===== src/rtl/ip_uart_rx_pkg.sv =====
// ip_uart_rx_pkg
// Shared types and constants for the ip_uart_rx receiver slice:
//   - uart_rx_state_e : de-framer state encoding
//   - FIFO_*          : receive FIFO geometry
//   - majority3()     : 2-of-3 vote used to sample the serial line
package ip_uart_rx_pkg;

    typedef enum logic [2:0] {
        ST_IDLE,
        ST_START,
        ST_DATA,
        ST_STOP,
        ST_WAIT_IDLE
    } uart_rx_state_e;

    localparam int unsigned FIFO_DEPTH = 4;
    localparam int unsigned FIFO_PTR_W = 2;
    localparam int unsigned FIFO_CNT_W = 3;

    function automatic logic majority3(input logic [2:0] h);
        return (h[0] & h[1]) | (h[0] & h[2]) | (h[1] & h[2]);
    endfunction

endpackage


===== src/rtl/ip_uart_rx_if.sv =====
// ip_uart_rx_if
// Valid/ready byte stream from the UART receiver to its consumer.
//   recv_data  : byte at the FIFO head, meaningful only while recv_valid=1
//   recv_valid : FIFO not empty
//   recv_ready : consumer takes the head byte when recv_valid & recv_ready
// master = receiver (producer), slave = consumer.
interface ip_uart_rx_if;

    logic [7:0] recv_data;
    logic       recv_valid;
    logic       recv_ready;

    modport master (
        output recv_data,
        output recv_valid,
        input  recv_ready
    );

    modport slave (
        input  recv_data,
        input  recv_valid,
        output recv_ready
    );

endinterface


===== src/rtl/ip_uart_rx_fifo.sv =====
// ip_uart_rx_fifo
// 4 x 8 register FIFO for received bytes.
//   clk, n_reset : clock, asynchronous active-low reset
//   push         : write push_data this cycle
//   push_data    : byte to store
//   pop_req      : consumer handshake (ignored while empty)
//   rd_data      : head entry
//   empty        : no entries held
//   overflow     : registered one-cycle pulse when a push is dropped
// A push into a full FIFO is still accepted when a pop happens in the same
// cycle; the freed slot is the one being written.
module ip_uart_rx_fifo import ip_uart_rx_pkg::*; (
    input  logic       clk,
    input  logic       n_reset,
    input  logic       push,
    input  logic [7:0] push_data,
    input  logic       pop_req,
    output logic [7:0] rd_data,
    output logic       empty,
    output logic       overflow
);

    logic [7:0]            mem_q [FIFO_DEPTH];
    logic [7:0]            mem_d [FIFO_DEPTH];
    logic [FIFO_PTR_W-1:0] wr_ptr_q, wr_ptr_d;
    logic [FIFO_PTR_W-1:0] rd_ptr_q, rd_ptr_d;
    logic [FIFO_CNT_W-1:0] count_q, count_d;
    logic                  overflow_q, overflow_d;
    logic                  full;
    logic                  pop;
    logic                  push_ok;

    assign empty    = (count_q == '0);
    assign full     = (count_q == FIFO_CNT_W'(FIFO_DEPTH));
    assign pop      = pop_req && !empty;
    assign push_ok  = push && (!full || pop);
    assign rd_data  = mem_q[rd_ptr_q];
    assign overflow = overflow_q;

    always_comb begin
        mem_d      = mem_q;
        wr_ptr_d   = wr_ptr_q;
        rd_ptr_d   = rd_ptr_q;
        count_d    = count_q;
        overflow_d = push && !push_ok;

        if (push_ok) begin
            mem_d[wr_ptr_q] = push_data;
            wr_ptr_d        = wr_ptr_q + 1'b1;
        end
        if (pop) begin
            rd_ptr_d = rd_ptr_q + 1'b1;
        end

        case ({push_ok, pop})
            2'b10:   count_d = count_q + 1'b1;
            2'b01:   count_d = count_q - 1'b1;
            default: count_d = count_q;
        endcase
    end

    always_ff @(posedge clk or negedge n_reset) begin
        if (!n_reset) begin
            for (int unsigned i = 0; i < FIFO_DEPTH; i++) begin
                mem_q[i] <= '0;
            end
            wr_ptr_q   <= '0;
            rd_ptr_q   <= '0;
            count_q    <= '0;
            overflow_q <= 1'b0;
        end else begin
            mem_q      <= mem_d;
            wr_ptr_q   <= wr_ptr_d;
            rd_ptr_q   <= rd_ptr_d;
            count_q    <= count_d;
            overflow_q <= overflow_d;
        end
    end

endmodule


===== src/rtl/ip_uart_rx.sv =====
// ip_uart_rx
// 8N1 UART receiver: synchronizes the serial line, samples each bit at its
// centre with a 3-sample majority vote, de-frames bytes and buffers them in
// a 4-entry FIFO presented on a valid/ready stream.
//   clk, n_reset : clock, asynchronous active-low reset
//   uart_rx      : serial line, idle high, asynchronous to clk
//   recv         : ip_uart_rx_if master (recv_data/recv_valid/recv_ready)
//   frame_error  : one-cycle pulse when a stop bit is sampled low
//   overflow     : one-cycle pulse when a good byte is dropped (FIFO full)
module ip_uart_rx import ip_uart_rx_pkg::*; #(
    parameter int unsigned clk_freq  = 14318180,
    parameter int unsigned uart_freq = 115200
) (
    input  logic         clk,
    input  logic         n_reset,
    input  logic         uart_rx,
    ip_uart_rx_if.master recv,
    output logic         frame_error,
    output logic         overflow
);

    localparam int unsigned BIT_CYCLES = clk_freq / uart_freq;
    localparam int unsigned HALF       = BIT_CYCLES / 2;
    localparam int unsigned CNT_W      = $clog2(BIT_CYCLES + 1);

    localparam logic [CNT_W-1:0] CNT_HALF_M1 = CNT_W'(HALF - 1);
    localparam logic [CNT_W-1:0] CNT_BIT_M1  = CNT_W'(BIT_CYCLES - 1);

    logic           sync1_q, sync1_d;
    logic           sync2_q, sync2_d;
    logic [2:0]     hist_q, hist_d;
    uart_rx_state_e state_q, state_d;
    logic [CNT_W-1:0] cnt_q, cnt_d;
    logic [2:0]     bit_idx_q, bit_idx_d;
    logic [7:0]     data_q, data_d;
    logic           frame_error_q, frame_error_d;

    logic           sample;
    logic           push;
    logic           fifo_empty;

    assign sync1_d = uart_rx;
    assign sync2_d = sync1_q;
    assign hist_d  = {hist_q[1:0], sync2_q};
    assign sample  = majority3(hist_q);

    always_comb begin
        state_d       = state_q;
        cnt_d         = cnt_q;
        bit_idx_d     = bit_idx_q;
        data_d        = data_q;
        push          = 1'b0;
        frame_error_d = 1'b0;

        case (state_q)
            ST_IDLE: begin
                cnt_d = '0;
                if (!sync2_q) begin
                    // The detecting cycle is the first start-bit cycle, so the
                    // counter already reads 1 on the following cycle.
                    cnt_d   = CNT_W'(1);
                    state_d = ST_START;
                end
            end

            ST_START: begin
                if (cnt_q == CNT_HALF_M1) begin
                    if (sample) begin
                        state_d = ST_IDLE;
                    end else begin
                        cnt_d     = '0;
                        bit_idx_d = '0;
                        state_d   = ST_DATA;
                    end
                end else begin
                    cnt_d = cnt_q + 1'b1;
                end
            end

            ST_DATA: begin
                if (cnt_q == CNT_BIT_M1) begin
                    cnt_d     = '0;
                    data_d    = {sample, data_q[7:1]};
                    bit_idx_d = bit_idx_q + 1'b1;
                    if (bit_idx_q == 3'd7) begin
                        state_d = ST_STOP;
                    end
                end else begin
                    cnt_d = cnt_q + 1'b1;
                end
            end

            ST_STOP: begin
                if (cnt_q == CNT_BIT_M1) begin
                    cnt_d = '0;
                    if (sample) begin
                        // Leave at mid-stop so a back-to-back start edge is seen.
                        push    = 1'b1;
                        state_d = ST_IDLE;
                    end else begin
                        frame_error_d = 1'b1;
                        state_d       = ST_WAIT_IDLE;
                    end
                end else begin
                    cnt_d = cnt_q + 1'b1;
                end
            end

            ST_WAIT_IDLE: begin
                // A held-low line (break) produces a single frame_error.
                if (sync2_q) begin
                    state_d = ST_IDLE;
                end
            end

            default: begin
                state_d = ST_IDLE;
            end
        endcase
    end

    always_ff @(posedge clk or negedge n_reset) begin
        if (!n_reset) begin
            sync1_q       <= 1'b1;
            sync2_q       <= 1'b1;
            hist_q        <= 3'b111;
            state_q       <= ST_IDLE;
            cnt_q         <= '0;
            bit_idx_q     <= '0;
            data_q        <= '0;
            frame_error_q <= 1'b0;
        end else begin
            sync1_q       <= sync1_d;
            sync2_q       <= sync2_d;
            hist_q        <= hist_d;
            state_q       <= state_d;
            cnt_q         <= cnt_d;
            bit_idx_q     <= bit_idx_d;
            data_q        <= data_d;
            frame_error_q <= frame_error_d;
        end
    end

    ip_uart_rx_fifo u_fifo (
        .clk       (clk),
        .n_reset   (n_reset),
        .push      (push),
        .push_data (data_q),
        .pop_req   (recv.recv_valid && recv.recv_ready),
        .rd_data   (recv.recv_data),
        .empty     (fifo_empty),
        .overflow  (overflow)
    );

    assign recv.recv_valid = !fifo_empty;
    assign frame_error     = frame_error_q;

endmodule


===== src/flat_wrapper.sv =====
// flat-port wrapper written by rule: the top's interface ports become plain ports
module ip_uart_rx_flat import ip_uart_rx_pkg::*;
#(
    parameter int unsigned clk_freq  = 14318180,
    parameter int unsigned uart_freq = 115200
)
  (clk, n_reset, uart_rx, frame_error, overflow, recv_recv_data, recv_recv_valid, recv_recv_ready);
  ip_uart_rx_if recv_i ();
  input  logic clk;
  input  logic n_reset;
  input  logic uart_rx;
  output logic frame_error;
  output logic overflow;
  output wire logic [$bits(recv_i.recv_data)-1:0] recv_recv_data;
  output wire logic [$bits(recv_i.recv_valid)-1:0] recv_recv_valid;
  input wire logic [$bits(recv_i.recv_ready)-1:0] recv_recv_ready;
  assign recv_recv_data = recv_i.recv_data;
  assign recv_recv_valid = recv_i.recv_valid;
  assign recv_i.recv_ready = recv_recv_ready;
  ip_uart_rx #(.clk_freq(clk_freq), .uart_freq(uart_freq)) u_core (.clk(clk), .n_reset(n_reset), .uart_rx(uart_rx), .recv(recv_i), .frame_error(frame_error), .overflow(overflow));
endmodule

===== config.mk =====
export PLATFORM = sky130hd
export DESIGN_NAME = ip_uart_rx_flat
export DESIGN_NICKNAME = d
export VERILOG_FILES = /design/src/rtl/ip_uart_rx_pkg.sv /design/src/rtl/ip_uart_rx_if.sv /design/src/rtl/ip_uart_rx_fifo.sv /design/src/rtl/ip_uart_rx.sv /design/src/flat_wrapper.sv
export SDC_FILE = /design/constraint.sdc
export NUM_CORES = 1
export LEC_CHECK = 0
export ABC_AREA = 1
export CAP_MARGIN = 10
export CORE_MARGIN = 2
export CORE_UTILIZATION = 60
export DETAILED_ROUTE_END_ITERATION = 10
export GPL_TIMING_DRIVEN = 0
export MAX_ROUTING_LAYER = met4
export PLACE_DENSITY_LB_ADDON = 0.05
export RECOVER_POWER = 100
export SLEW_MARGIN = 40
export SYNTH_ARGS = -nofsm -noshare
export SYNTH_HDL_FRONTEND = slang
export SYNTH_SLANG_ARGS = --single-unit

===== constraint.sdc =====
create_clock -name clk -period 3.4 [get_ports clk]
set_clock_uncertainty 0.05 [all_clocks]
set_input_delay 0.85 -clock clk [delete_from_list [all_inputs] [get_ports clk]]
set_output_delay 0.85 -clock clk [all_outputs]
set_load 0.03 [all_outputs]

# Word level (Yosys, flattened, before mapping)
# Cells that the tools add are included.
# totals
elab_cells	100
regBits	67
in_bits	4
output_inout_bits	11
# op_classes
mux	31
eq_ne	18
addsub	6
magnitude_cmp	3
n_reduce_logical	19
bitwise_logic	7
# op_table
operator	n
bitwise mux 32 bit	1
two-way mux 3 bit	10
two-way mux 8 bit	3
two-way mux 7 bit	3
case mux 7 bit (3 select lines)	1
binary-select mux 8 bit (select 2 bit)	1
demux 8 bit (select 2 bit)	1
case mux 3 bit (5 select lines)	1
case mux 3 bit (2 select lines)	2
!= test 2 x 1 -> 1 bit, second input constant	5
equality test 3 bit, second input constant	3
adder 7 x 1 -> 7 bit, second input constant	1
equality test 7 x 6 -> 1 bit, second input constant	1
equality test 7 bit, second input constant	1
two-way mux 1 bit	7
adder 3 x 1 -> 3 bit, second input constant	2
equality test 3 x 2 -> 1 bit, second input constant	2
greater-or-equal comparator 3 bit, second input constant	2
zero test 3 bit	2
NOT 2 -> 3 bit	2
AND reduction 6 bit	1
logical AND 1 bit	5
adder 2 x 1 -> 2 bit, second input constant	2
!= test 2 bit, second input constant	2
other kinds (16)	23

# Logic depth before layout (Yosys ltp)
# Gate-level depths: netlist of run 1.
# depth
depth_word	9
depth_mapped	14
mapped_depth_nobuf	12

# Hierarchy
# From an unflattened synthesis of run 1, not the netlist that was laid out.
# unflattened
hier_cells	420
area_unflattened_um2	3529.6
# modules_own_cells
mod	instances	seq_area_each_um2	area_each_um2	cells_each
ip_uart_rx_fifo	1	1001.0	2074.5	240
ip_uart_rx	1	681.9	1455.1	180

# Worst setup path before layout of run 1
# OpenSTA, ideal clock, no wires.
# synth_path
path_type	input port to flip-flop
start	input recv_recv_ready
end	register u_core.u_fifo.count_q[2]
arrival_time_ns	2.417
setup_slack_ns	0.802
cell_stages	11
setup_ns	0.131
path_buffers	2
required_ns	3.219
cell_sequence	inv_1 -> nand3_2 -> buf_2 -> buf_2 -> nand2_1 -> ha_1 -> inv_1 -> fa_1 -> a21oi_1 -> o21ai_0 -> xor2_1
# synth_between
elab_chain_len	6
word_cells_on_any_way	8
classes_between	eq/ne (2); mux (1); reduce/logical (5)
# synth_rtl
item	line_no	text
from (decl)	flat_wrapper.sv:16	input wire logic [$bits(recv_i.recv_ready)-1:0] recv_recv_ready;
logical AND 1 bit (*)	ip_uart_rx.sv:149	.pop_req (recv.recv_valid && recv.recv_ready),
logical AND 1 bit (*)	ip_uart_rx_fifo.sv:35	assign pop = pop_req && !empty;
logical OR 1 bit	ip_uart_rx_fifo.sv:36	assign push_ok = push && (!full || pop);
logical AND 1 bit	ip_uart_rx_fifo.sv:36	
equality test 2 x 1 -> 1 bit / equality test 2 bit (equally long branches)	ip_uart_rx_fifo.sv:55	case ({push_ok, pop})
case mux 3 bit (2 select lines) / nonzero test 2 bit (equally long branches)	--	
to (signal assigned)	ip_uart_rx_fifo.sv:75	count_q <= count_d;
to (decl)	ip_uart_rx_fifo.sv:27	logic [FIFO_CNT_W-1:0] count_q, count_d;
# Every way passes the cells marked *; elsewhere a longest branch is shown, timed or not.
# A chain may end at the register's enable or synchronous reset.

# Final worst setup path of run 1
# layout_path
start	register u_core.u_fifo.rd_ptr_q[0]
end	output recv_recv_data[5]
# layout_between
elab_chain_len	4
# layout_rtl
item	line_no	text
from (decl)	ip_uart_rx_fifo.sv:26	logic [FIFO_PTR_W-1:0] rd_ptr_q, rd_ptr_d;
from (signal assigned)	ip_uart_rx_fifo.sv:74	rd_ptr_q <= rd_ptr_d;
NOT 2 -> 3 bit (not written as such)	ip_uart_rx_fifo.sv:37	assign rd_data = mem_q[rd_ptr_q];
binary-select mux 8 bit (select 2 bit)	ip_uart_rx_fifo.sv:37	
two-way mux 8 bit (not written as such) (2 in a row)	ip_uart_rx_fifo.sv:37	
to (decl)	flat_wrapper.sv:14	output wire logic [$bits(recv_i.recv_data)-1:0] recv_recv_data;
# Every way passes these cells. The select of a mux whose other input is x is not followed.

==> results of run 1 <==
what timing repair did:
action,in CTS,in global routing
resized for setup,0,3
buffers inserted,0,2
hold buffers,0,0
setup endpoints to repair,6,8
worst min path at each step:
stage | depth (start not counted) | from | slack, ns | endpoint
global route | 0 | u_core.sync1_q | 0.32 | u_core.sync2_q
global placement | 0 | u_core.sync1_q | 0.30 | u_core.sync2_q
CTS | 0 | u_core.sync1_q | 0.31 | u_core.sync2_q
detailed placement | 0 | u_core.sync1_q | 0.30 | u_core.sync2_q
finish | 0 | u_core.sync1_q | 0.32 | u_core.sync2_q
floorplan | 0 | u_core.sync1_q | 0.30 | u_core.sync2_q
metrics by stage:
step / utilization (%) / cell area, µm² / power [µW]
after floorplan: - / 3440 / 1316
after global placement: 66.64 / 3670 / 1552
after detailed placement: 66.96 / 3687 / 1570
after CTS: 70.42 / 3877 / 2210
after global routing: 69.28 / 3815 / 2303
final: 69.28 / 3815 / 2189
logic make-up after synthesis:
group	count (synthesis)	share of synthesized area (%)
buf+inv	48	7.530
simple gates	231	31.32
compound gates	45	7.093
fa+ha+maj	10	3.856
xor+xnor	5	1.273
flops	67	48.93
cell type report:
type / count / area, µm²
Clock inverter: 5 / 52.55
Sequential cell: 67 / 1683
Clock buffer: 11 / 141.4
Tap cell: 72 / 90.09
Fill cell: 441 / 1692
Inverter: 31 / 120.1
Buffer: 15 / 135.1
Multi-Input combinational cell: 291 / 1439
Timing Repair Buffer: 17 / 153.9
cell usage after synthesis (all sizes together):
master / n / area [µm²]
a21oi: 3 / 15.01
buf: 12 / 122.6
clkbuf: 5 / 20.01
dfrtp: 62 / 1551
dfstp: 5 / 131.4
fa: 1 / 20.02
ha: 9 / 112.6
inv: 31 / 116.4
nand2: 128 / 485.5
nand3: 25 / 172.7
nand3b: 1 / 7.510
nand4: 39 / 244.0
nor2: 34 / 145.1
nor3: 2 / 10.01
nor4: 1 / 6.260
o21ai: 32 / 160.2
o21bai: 2 / 18.77
o22ai: 8 / 50.05
or2: 1 / 6.260
xnor2: 1 / 8.760
xor2: 4 / 35.03
state kept, by name, indices dropped and copies added, names as in the netlist:
signal and count:
u_core.bit_idx_q 3, u_core.u_fifo.wr_ptr_q 2, u_core.state_q 3, u_core.u_fifo.mem_q 32, u_core.u_fifo.rd_ptr_q 2, u_core.frame_error 1, u_core.data_q 8, u_core.cnt_q 7
u_core.u_fifo.count_q 3, u_core.u_fifo.overflow 1, u_core.hist_q 3, u_core.sync2_q 1, u_core.sync1_q 1
per-layer routing:
| metal | GRT usage [%] | vias to the layer above | share of wire, % |
|---|---|---|---|
| met5 | - | - | 0 |
| met4 | 11.21 | 0 | 2.2 |
| met3 | 4.977 | 23 | 5.0 |
| met2 | 45.13 | 100 | 48 |
| met1 | 35.16 | 1356 | 44 |
| li1 | - | 1410 | - |
power by group:
group | switching, µW | total, µW | internal [µW]
combinational | 417 | 645 | 228
sequential | 56.2 | 890 | 833
clock | 300 | 655 | 355
total | 773 | 2190 | 1420
==> metrics.txt, run 1 <==
placed cells ~490; Critical Path Fanout Max 10; gr usage total around 28%; slew margin rel. -21.47%; Hold Violations, Final 0; slowest CP cell dlygate4sd3_1; Critical Path AT ~2.3 ns; Final nets between 400 and 500; Peak VDD IR roughly 370 µV; critical path depth 5; commonest non-fill, non-tap cells in the layout nand2_1 (127), dfrtp_1 (62), nand4_1 (39); final setup vio count 0; RSZ-0062 raised after global routing false; YS warnings 0; Overflow after GRT 0; Final Cycle Share 95.05%; IO buf count 14; Die X 79.72 µm; Die H ~80 µm; Synth Register Bits 67; WS Path Type reg -> out; Max Fclk between 300 and 400 MHz; Finished Layout Cells 509; failing checks max-capacitance violations, max-slew violations; TNS Setup 0 ns; power density over the cells ~570 mW/mm²; # DRC 0; CTS Buf Count 9; worst reg2reg endpoint u_core.u_fifo.count_q[1]; largest net degree at the start of global routing 36; flop-to-flop setup slack between 0.5 and 0.6 ns; Largest stage delay, worst path a little under 0.7 ns; vias per inst ~5.7; Syn Area/Cell 8.472 µm²; row count 27; final hold slack around 0.32 ns; dpl ws around 0.13 ns; Pleak between 0.0015 and 0.002 µW; DR WL/cell 14.75 µm; most common cell after layout, fill and taps aside nand2_1; CTS tree yes; crit path from u_core.u_fifo.rd_ptr_q[0]; Synth Instances 406; die area between 0.006 and 0.007 mm²; Worst Tran Pin Value 1.822 ns; Synth cell types 32; clk slew on worst S/H paths about 0.070 ns; Root Buffer clkbuf_8; H-tree level count 3; Top delay family on crit path buffers and inverters; R2R depth 12; layout cells sized above 1 under 10%; setup ws final 0.1683 ns; initial antenna violation count 0; first drt pass iteration count 7; cell breakdown of the critical path clkinvlp_4 -> buf_4 -> o21ai_0 -> o22ai_1 -> dlygate4sd3_1; ANT nets after route 0; routed vias 2889; Post-DP HPWL ~5.3 mm; Hold/Removal Path Class reg -> reg; crit path capture recv_recv_data[5]; minimum clock period about 3.2 ns; register area share after synthesis between 40 and 50%; core area approximately 0.0055 mm²; Syn Std Cell Area between 0.003 and 0.004 mm²; Syn Nets 420; Slew Viols, Final 36; outcome complete, but fails checks; Clock Path Buffers 2; CP required 2.50 ns; vias in the first global route between 2k and 3k; Starting Density between 60% and 70%; # clock sinks 67; first-pass GRT wire length 13.27 mm; IO Pins 15; n_diodes 0; Routed WL approximately 7.5 mm; Area Growth Syn to Fin 10.91%; Skew-Pair Late Insertion Delay around 0.34 ns; initial DRC count between 200 and 250; RD Place Congestion approximately 0.8; CP endpoint kind primary output; Startpoint Class flip-flop; Buf/Inv on CP 3; max-capacitance violation count 1; worst r2r src u_core.cnt_q[0]
Power figures use the tool's default switching activity.
==> inputs of run 2 (changes only) <==
Settings changed: CORE_MARGIN 2 to 4.
==> metrics.txt, run 2 (synthesis gave the netlist of run 1 again) <==
RSZ-0062 raised after global routing false; Routed WL approximately 7.6 mm; vias in the first global route ~2.9k; setup ws final about 0.14 ns; CP required around 2.5 ns; max FFs per register 32; DR WL/cell approximately 15 µm; Starting Density around 62%; flop-to-flop setup slack approximately 0.61 ns; Clock Path Buffers 2; post-route cell area ~0.0038 mm²; Overflow after GRT 0; GRT busiest layer met2; Final Cycle Share 95.87%; Slew Viols, Final 0; Finished Layout Cells around 500; CTS Buf Count 9; Worst Tran Pin Value about 1.4 ns; Skew-Pair Late Insertion Delay 0.34 ns; clk slew on worst S/H paths 0.07 ns; top flop regs u_core.u_fifo.mem_q x32, u_core.data_q x8, u_core.cnt_q x7; IO Pins 15; dpl ws 0.1425 ns; largest net degree at the start of global routing 43; Startpoint Class flip-flop; slew margin rel. under 10%; core area 0.005540 mm²; Post-DP HPWL approximately 5.4 mm; power density over the cells approximately 590 mW/mm²; CTS tree yes; Hold/Removal Path Class reg -> reg; die area between 0.007 and 0.008 mm²; row count 27; Max Fclk 306.8 MHz; RD Place Congestion 0.8249; IO buf count 14; area of placed instances 0.003687 mm²; sw frac about a third; FILL cells 464; # DRC 0; Peak VDD IR 406.8 µV; crit path from u_core.u_fifo.rd_ptr_q[0]; gr usage total approximately a quarter; Most flops, register u_core.u_fifo.mem_q; Hold Violations, Final 0; Hold Buf Count CTS 0; combinational share of power between 20 and 30%; most common cell after layout, fill and taps aside nand2_1; worst r2r src u_core.cnt_q[0]; WS Path Type reg -> out; max-capacitance violation count 0; Critical Path Fanout Max 10; Area Growth Syn to Fin 10.99%; Psw just under 800 µW; R2R depth 12; vias per inst about 5.7; Pint roughly 1500 µW; worst reg2reg endpoint u_core.u_fifo.count_q[1]; minimum clock period approximately 3.3 ns; CP endpoint kind primary output; initial antenna violation count 0; ANT nets after route 0; first-pass GRT wire length between 10 and 15 mm; Critical Path AT approximately 2.4 ns; Flop pwr share between 30% and 40%; outcome finished, final reports clean; crit path capture recv_recv_data[4]; clock power share about a third; first drt pass iteration count 4; Root Buffer clkbuf_8; # clock sinks 67; Final nets approximately 450; n_diodes 0; H-tree level count 3; final setup vio count 0; Pleak 0.001989 µW; Die X approximately 84 µm; initial DRC count 178; placed cells 493; met2 usage between 30% and 40%; layout cells sized above 1 between 8 and 9%; Die H 83.72 µm; routed vias 2910; met1 Use GR between 20% and 30%; fin util ~69%; routing usage on met3 roughly 3.5%; commonest non-fill, non-tap cells in the layout nand2_1 (127), dfrtp_1 (62), nand4_1 (39)
-- run 2: metal layers --
layer | wire, µm | share of wire, % | up-vias
li1 | - | - | 1407
met1 | 3283 | 43 | 1395
met2 | 3769 | 50 | 87
met3 | 338 | 4.5 | 21
met4 | 188 | 2.5 | 0
met5 | 0 | 0 | -
-- run 2: worst min path at each step --
stage	start	endpoint	depth (start not counted)	slack [ns]
5_1_grt	u_core.sync1_q	u_core.sync2_q	0	0.32
6_report	u_core.sync1_q	u_core.sync2_q	0	0.32
3_5_place_dp	u_core.sync1_q	u_core.sync2_q	0	0.30
2_1_floorplan	u_core.sync1_q	u_core.sync2_q	0	0.30
3_3_place_gp	u_core.sync1_q	u_core.sync2_q	0	0.30
4_1_cts	u_core.sync1_q	u_core.sync2_q	0	0.31
-- run 2: power by group through the flow --
stage	clock (µW)	sequential, µW	combinational (µW)
after global placement	0	881	673
after detailed placement	0	884	690
after floorplan	0	871	445
after global routing	776	890	704
final	732	884	645
after CTS	734	868	694
-- run 2: through the flow --
step / total power [µW] / hold WS [ns] / setup TNS, ns
floorplan: 1316 / 0.2952 / 0
global placement: 1554 / 0.2989 / -47.82
detailed placement: 1574 / 0.3012 / 0
CTS: 2296 / 0.3138 / 0
global route: 2371 / 0.3219 / 0
finish: 2260 / 0.3166 / 0
-- run 2: worst max-delay path, cell delays in order, from the launching register on --
cell and delay, ns:
dfrtp_1 0.51, inv_1 0.22, clkbuf_2 0.29, nor2_1 0.07
o22ai_1 0.17, dlygate4sd3_1 0.76
-- run 2: final cells by class --
cell class | instances | area (µm²) | area share, %
Buffer | 16 | 140.1 | 3.671
Clock buffer | 9 | 123.9 | 3.245
Clock inverter | 7 | 91.34 | 2.393
Inverter | 31 | 116.4 | 3.048
Multi-Input combinational cell | 291 | 1434 | 37.56
Sequential cell | 67 | 1683 | 44.08
Tap cell | 72 | 90.09 | 2.360
Timing Repair Buffer | 15 | 138.9 | 3.638
-- run 2: timing repair --
action                                  CTS  global route
buffers inserted                          0             0
endpoints found under the setup margin    8             8
hold endpoints to repair                  0             0
gates resized for setup                   1             2
==> inputs of run 3 (changes only) <==
Settings changed: CORE_ASPECT_RATIO from default to 0.9.
==> metrics.txt, run 3 (synthesis gave the netlist of run 1 again) <==
Area Growth Syn to Fin 12.70%; CTS Buf Count 9; TNS Setup 0 ns; RSZ-0062 raised after global routing false; Psw just under 800 µW; largest net degree at the start of global routing 42; max-capacitance violation count 0; Hold/Removal Path Class reg -> reg; met1 Use GR a little over a third; Final Cycle Share between 90% and 100%; Worst Tran Pin Value 1.375 ns; Starting Density a little under two thirds; Slew Viols, Final 0; # clock sinks 67; CP required around 2.5 ns; CTS tree yes; FILL cells roughly 440; row count 25; vias per inst 5.777; most common cell after layout, fill and taps aside nand2_1; Hold Violations, Final 0; power density over the cells 627.4 mW/mm²; sw frac 32.53%; # DRC 0; Most flops, register u_core.u_fifo.mem_q; Overflow after GRT 0; clk slew on worst S/H paths approximately 0.08 ns; GRT busiest layer met2; Root Buffer clkbuf_8; final hold slack between 0.3 and 0.4 ns; Startpoint Class flip-flop; combinational share of power 26.4%; vias in the first global route ~2.7k; Critical Path AT between 2 and 2.5 ns; Max Fclk between 300 and 400 MHz; outcome finished, final reports clean; routed vias just under 3k; met2 usage 38.33%; n_diodes 0; Post-DP HPWL 5.412 mm; Clock Path Buffers 2; Routed WL 7.940 mm; initial antenna violation count 0; routing usage on met3 8.050%; setup ws final 0.1452 ns; IO Pins 15; slew margin rel. under 10%; core area around 0.0054 mm²; DR WL/cell 15.79 µm; die area approximately 0.0070 mm²; layout cells sized above 1 between 9 and 10%; Pint about 1600 µW; gr usage total about a quarter; Pleak ~0.0020 µW; H-tree level count 3; first-pass GRT wire length about 13 mm; final setup vio count 0; initial DRC count 203; dpl ws approximately 0.1 ns; ANT nets after route 0; first drt pass iteration count 5; commonest non-fill, non-tap cells in the layout nand2_1 (127), dfrtp_1 (62), nand4_1 (39); RD Place Congestion 0.9434; Finished Layout Cells just over 500; max FFs per register 32; top flop regs u_core.u_fifo.mem_q x32, u_core.data_q x8, u_core.cnt_q x7; Die X 87.81 µm; minimum clock period between 3 and 4 ns; Skew-Pair Late Insertion Delay 0.35 ns; Peak VDD IR approximately 450 µV; CP endpoint kind primary output; Die H about 80 µm; Final nets between 400 and 500; Flop pwr share a little over a third; WS Path Type reg -> out; clock power share a little under two fifths; placed cells 488; Critical Path Fanout Max 10; IO buf count 14
run 3: cell types whose count changed in the layout (fill, tap and decap cells not counted), sizes merged:
cell / delta
buf: +1
bufinv: +2
clkdlybuf4s50: -2
clkinv: -2
clkinvlp: +1
dlygate4sd3: +2
inv: -2
run 3: what timing repair did:
action,in CTS,in global routing
hold buffers,0,0
gates resized for setup,1,1
buffers inserted,0,1
pin swaps,0,0
setup endpoints to repair,8,8
run 3: worst paths after layout:
| path | from | endpoint | cells after the start | slack [ns] |
|---|---|---|---|---|
| worst max-delay path | u_core.u_fifo.rd_ptr_q[0] | recv_recv_data[5] | 4 | 0.15 |
| worst min-delay path | u_core.sync1_q | u_core.sync2_q | 0 | 0.31 |
| worst max register to register | u_core.cnt_q[0] | u_core.u_fifo.count_q[1] | 12 | 0.48 |
| worst min register to register | u_core.sync1_q | u_core.sync2_q | 0 | 0.31 |
| max in group asynchronous | n_reset | u_core.u_fifo.count_q[2] | 2 | 0.89 |
| min in group asynchronous | n_reset | u_core.u_fifo.mem_q[20] | 1 | 0.75 |
run 3: metal layers:
| layer | vias up | wire length [µm] |
|---|---|---|
| li1 | 1401 | - |
| met1 | 1386 | 3778 |
| met2 | 104 | 3496 |
| met3 | 15 | 559 |
| met4 | 0 | 106 |
| met5 | - | 0 |
run 3: layout make-up:
class                   instances  area, µm²  share of cell area [%]
well taps                      67      83.83                   2.163
multi-input cells             291       1434                   36.99
repair buffers                 16      146.4                   3.777
plain buffers                  15      135.1                   3.486
clock inverters                 6      136.4                   3.518
inverters                      31      120.1                   3.099
clock buffers                  10      137.6                   3.551
flip-flops and latches         67       1683                   43.41
run 3: critical path, stage by stage (launching register included):
cell and delay, ns:
dfrtp_1 0.61, clkbuf_2 0.35, nor2_1 0.08, o22ai_1 0.23, clkdlybuf4s50_1 0.73
run 3: through the flow:
stage	total power, µW	cell area, µm²	util (%)
detailed placement	1580	3685	68.09
floorplan	1316	3440	-
global route	2552	3876	71.63
finish	2432	3876	71.63
CTS	2469	3956	73.11
global placement	1560	3664	67.70
run 3: power groups by stage:
stage | combinational, µW | sequential [µW] | clock (µW)
after floorplan | 445 | 871 | 0
after global placement | 678 | 882 | 0
after detailed placement | 697 | 883 | 0
after CTS | 692 | 868 | 908
after global routing | 707 | 895 | 950
final | 643 | 889 | 900
